===== src/rtl/cd_period_meter_pkg.sv =====
// Shared widths and FSM encoding for the clock-divider period meter.
package cd_period_meter_pkg;

  localparam int unsigned CLK_MAX_WIDTH = 16;

  typedef enum logic [1:0] {
    IDLE    = 2'd0,
    MEASURE = 2'd1,
    LOCKED  = 2'd2
  } state_t;

endpackage


===== src/rtl/cd_sync_edge.sv =====
// Two-flop synchronizer for an asynchronous clock, plus a delay flop giving a both-edge strobe.
module cd_sync_edge (
  input  logic clk,
  input  logic rst,
  input  logic clkin,
  output logic edge_det
);

  logic sync1;
  logic sync2;
  logic dly;

  always_ff @(posedge clk) begin
    if (rst) begin
      sync1 <= 1'b0;
      sync2 <= 1'b0;
      dly   <= 1'b0;
    end else begin
      sync1 <= clkin;
      sync2 <= sync1;
      dly   <= sync2;
    end
  end

  assign edge_det = sync2 ^ dly;

endmodule


===== src/rtl/cd_period_meter.sv =====
// Measures the half-period of clkin in clk cycles, reporting the divider limit that would regenerate it.
module cd_period_meter
  import cd_period_meter_pkg::*;
#(
  parameter int unsigned WIDTH      = CLK_MAX_WIDTH,
  parameter int unsigned LOCK_COUNT = 4,
  parameter int unsigned TOL        = 1,
  parameter int unsigned TIMEOUT    = (2 ** WIDTH) - 1
) (
  input  logic             clk,
  input  logic             rst,
  input  logic             en,
  input  logic             clkin,
  output logic [WIDTH-1:0] limit_out,
  output logic             meas_valid,
  output logic             locked,
  output logic             timeout
);

  localparam int unsigned     MW     = $clog2(LOCK_COUNT + 1);
  localparam logic [WIDTH-1:0] ONE   = WIDTH'(1);
  localparam logic [WIDTH-1:0] TO_V  = WIDTH'(TIMEOUT);
  localparam logic [WIDTH-1:0] TOL_V = WIDTH'(TOL);
  localparam logic [MW-1:0]    LCK_V = MW'(LOCK_COUNT);
  localparam logic [MW-1:0]    M_ONE = MW'(1);

  state_t           state;
  logic [WIDTH-1:0] cnt;
  logic [MW-1:0]    match_cnt;
  logic             have_prev;
  logic             edge_det;

  logic [WIDTH-1:0] cnt_inc;
  logic [WIDTH-1:0] diff;
  logic             is_match;
  logic [MW-1:0]    match_nxt;

  cd_sync_edge u_sync (
    .clk      (clk),
    .rst      (rst),
    .clkin    (clkin),
    .edge_det (edge_det)
  );

  // limit_out doubles as the previous measurement; have_prev marks it as valid since IDLE.
  always_comb begin
    cnt_inc   = (cnt == '1) ? cnt : cnt + ONE;
    diff      = (cnt >= limit_out) ? (cnt - limit_out) : (limit_out - cnt);
    is_match  = have_prev && (diff <= TOL_V);
    match_nxt = (match_cnt == LCK_V) ? match_cnt : match_cnt + M_ONE;
  end

  always_ff @(posedge clk) begin
    if (rst) begin
      state      <= IDLE;
      cnt        <= '0;
      match_cnt  <= '0;
      have_prev  <= 1'b0;
      limit_out  <= '0;
      meas_valid <= 1'b0;
      locked     <= 1'b0;
      timeout    <= 1'b0;
    end else if (!en) begin
      state      <= IDLE;
      cnt        <= '0;
      match_cnt  <= '0;
      have_prev  <= 1'b0;
      meas_valid <= 1'b0;
      locked     <= 1'b0;
    end else begin
      meas_valid <= 1'b0;
      cnt        <= edge_det ? ONE : cnt_inc;
      case (state)
        IDLE: begin
          if (edge_det) begin
            state     <= MEASURE;
            timeout   <= 1'b0;
            match_cnt <= '0;
            have_prev <= 1'b0;
          end
        end
        MEASURE, LOCKED: begin
          if (edge_det) begin
            limit_out  <= cnt;
            meas_valid <= 1'b1;
            have_prev  <= 1'b1;
            timeout    <= 1'b0;
            if (is_match) begin
              match_cnt <= match_nxt;
              if (match_nxt == LCK_V) begin
                state  <= LOCKED;
                locked <= 1'b1;
              end
            end else begin
              match_cnt <= '0;
              locked    <= 1'b0;
              state     <= MEASURE;
            end
          end else if (cnt == TO_V) begin
            timeout   <= 1'b1;
            locked    <= 1'b0;
            match_cnt <= '0;
            have_prev <= 1'b0;
            state     <= IDLE;
          end
        end
        default: state <= IDLE;
      endcase
    end
  end

endmodule


===== config.mk =====
export PLATFORM = sky130hd
export DESIGN_NAME = cd_period_meter
export DESIGN_NICKNAME = d
export VERILOG_FILES = /design/src/rtl/cd_period_meter_pkg.sv /design/src/rtl/cd_sync_edge.sv /design/src/rtl/cd_period_meter.sv
export SDC_FILE = /design/constraint.sdc
export NUM_CORES = 1
export LEC_CHECK = 0
export ABC_AREA = 1
export CORE_MARGIN = 1
export CORE_UTILIZATION = 60
export DETAILED_ROUTE_END_ITERATION = 6
export PLACE_DENSITY = 0.87
export SLEW_MARGIN = 40
export SYNTH_ARGS = -nofsm -noshare
export SYNTH_HDL_FRONTEND = slang
export SYNTH_SLANG_ARGS = --single-unit

===== constraint.sdc =====
create_clock -name clk -period 4.7 [get_ports clk]
set_input_delay 0.705 -clock clk [delete_from_list [all_inputs] [get_ports clk]]
set_output_delay 0.705 -clock clk [all_outputs]
set_load 0.02 [all_outputs]

==> flow_summary.ini <==
[clocking]
ctsHoldBuffers = 0
cts_resized = 0
clk_pin_slew_ps = 100
cts.sinks = 44
cts_buffer_depth = 2
root_buffer = clkbuf_8
cts_setup_buffers = 0
cts-buffers-inserted = 5
cts_tree = yes
clock_latency_ps = 310
htree_levels = 2

[synthesis]
synth_flop_cell = dfxtp_1
synth_top_cell_by_area = dfxtp_1
ys_top_cells_by_area = dfxtp_1 (22%), nand2_1 (20%), inv_1 (13%)
avgSynthCellArea_sq_um = 5.869
ys_top_cells_by_count = nand2_1 (217), inv_1 (134), a21oi_1 (51)
synth_seq_cells = 44
ys_async_sr_fraction_pct = 0
synth.most_common_cell = nand2_1
netlist_area_sq_mm = 0.003985
ys_warn_count = 0
synth_edf_count = 0
syn_nets = 721
synth_cell_type_count = 34
synthCells = 679
ys_seq_area_share_pct = 22.10
synth_top_area_share_pct = 22.10

[run]
maxCapViolations = 0

[critical_path]
arrival_ps = 3050
required_ps = 4910
crit_top_cell = nand2_1
slowest_delay_ps = 450
worstSetupEndpointType = register
path_max_fanout = 6
slowest_stage = fa_1
critPathLaunch = cnt[0]$_SDFFE_PP0P_
crit_type = register to register
path_cells = inv_1, ha_1, inv_1, fa_1, nand3_1, nand2_1, nand2_2, nand3_1, nand2_2, nand2_2, nand2_1, a21oi_1, nor2_1, nand4_1, nand2_1, nand2_1, nand2_1, nand2_1, inv_1, nor2_2
start_kind = register
r2r_start = cnt[0]$_SDFFE_PP0P_

[detailed_routing]
drt-total-wl_mm = 10.33
drc = 0
wl_per_cell_um = 13.28
antenna_left = 0
num_vias = 4240
drt_first_iter_violations = 435
firstDrtPassIters = 5
vias_per_cell = 5.450

[min_path]
hold_start = u_sync.sync1$_SDFF_PP0_
min-delay-path-class = register to register

[floorplan]
fp-row-count = 29
dieHeight_um = 83.50
start_util_pct = 62.40
ios = 23
dieArea_sq_mm = 0.006971
core_sq_mm = 0.006386
die_w_um = 83.50

[cells_and_area]
seq_area_sq_um = 880.8
drive_gt1_share_pct = 4.137
diodes = 0
fin_nets = 742
multi_input_area_sq_mm = 0.002546
syn2layout_area_growth_pct = 9.199
fillers = 596
design_area_sq_mm = 0.004352
fin_util_pct = 68.14

[timing]
holdWs_ps = 412.0
period_share_pct = 60.46
fmax_mhz = 351.9
drv_slew = 0
worst_slew_pin_slew_ps = 703.5
setup_viol = 0
fin_setup_tns_ps = 0
relSlewSlack_pct = 52.93
finalHoldViolCount = 0
rsz0062_at_grt = no
clock_skew_ps = 14.44
timing.final.ws_setup_ps = 1858
post-route-min-period_ps = 2842

[placed_design]
place_ws_ps = 1746
gp_congestion = 0.9876
hpwl_mm = 8.353
port-buffer-count = 22
place_area_sq_mm = 0.004255

[global_route]
track_usage_pct = 30.58
overflow = 0
grt_antenna_before_repair = 0
grt_pass1_vias = 3943
grt_start_max_net_pins = 33
grt_pass1_wl_mm = 17.56

[power_and_ir_drop]
switchingPower_mw = 0.2497
p_seq_share_pct = 48.1
swShare_pct = 31.70
pwr-share-comb_pct = 19.4
vdd_drop_max_mv = 0.2393
p_clk_share_pct = 32.5
leakagePower_nw = 2.284
intPower_mw = 0.5379
cellPowerDensity_mw_per_mm2 = 181.0

[outcome]
outcome = completed
[logic make-up after synthesis]
group,share of synthesized area (%)
AO/OA/AOI/OAI,12.43
AND/OR/NAND/NOR,37.99
flip-flops,22.10
buffers and inverters,14.07
XOR/XNOR,1.099
adder cells (fa/ha/maj),12.31
[sequential cells by signal, indices dropped and copies added, names as in the netlist, 2 cells and up]
name and flops:
cnt 16, limit_out 16, match_cnt 3, state 2
[worst max-delay path: cells and delay by family (launching register included)]
family / cells / cell delay (ps)
buffers and inverters: 3 / 310
AND/OR/NAND/NOR: 14 / 1360
adder cells (fa/ha/maj): 2 / 620
AO/OA/AOI/OAI: 1 / 80
flip-flops: 1 / 370
[routing by layer]
metal	routed length [um]	global-route usage (%)
met1	4799	41.73
met2	4702	51.12
met3	655	3.165
met4	178	9.245
met5	0	0
[through the flow]
step | instances | power, mW
floorplan | 679 | 0.5025
global placement | 770 | 0.5331
detailed placement | 770 | 0.5361
CTS | 778 | 0.7873
global route | 778 | 0.8284
finish | 778 | 0.7876
[final cells by class]
class / instances / share of cell area [%]
multi-input cells: 490 / 58.51
flip-flops and latches: 44 / 20.24
inverters: 137 / 11.82
repair buffers: 22 / 5.060
well taps: 77 / 2.214
clock buffers: 5 / 1.581
clock inverters: 3 / 0.5750
[power groups by stage]
stage | Combinational, mW | Clock [mW] | Sequential [mW]
6_report | 0.153 | 0.256 | 0.379
5_1_grt | 0.175 | 0.274 | 0.380
4_1_cts | 0.149 | 0.259 | 0.379
3_5_place_dp | 0.148 | 0 | 0.388
3_3_place_gp | 0.145 | 0 | 0.388
2_1_floorplan | 0.114 | 0 | 0.389
[cells in the final DEF, fill, tap and decap left out, types with 4 or more instances in the layout]
cell type | synthesis | layout
nand2_1 | 217 | 216
inv_1 | 134 | 134
a21oi_1 | 51 | 51
nand3_1 | 46 | 46
dfxtp_1 | 44 | 44
nor2_1 | 42 | 42
ha_1 | 36 | 36
o21ai_0 | 28 | 28
clkdlybuf4s50_1 | 0 | 22
nand4_1 | 14 | 14
nor3_1 | 11 | 11
nand2_2 | 6 | 7
nor2_2 | 5 | 5
xor2_1 | 5 | 5
nor4_1 | 5 | 5
clkbuf_8 | 0 | 5
o21bai_1 | 4 | 4
[final timing paths]
kind / endpoint / slack (ps) / depth (start not counted)
worst max-delay path: state[0]$_SDFFE_PP0P_ / 1860 / 20
worst min-delay path: u_sync.sync2$_SDFF_PP0_ / 410 / 2
worst max register to register: state[0]$_SDFFE_PP0P_ / 1860 / 20
worst min register to register: u_sync.sync2$_SDFF_PP0_ / 410 / 2
No activity file was read; power rests on OpenSTA's default activity.
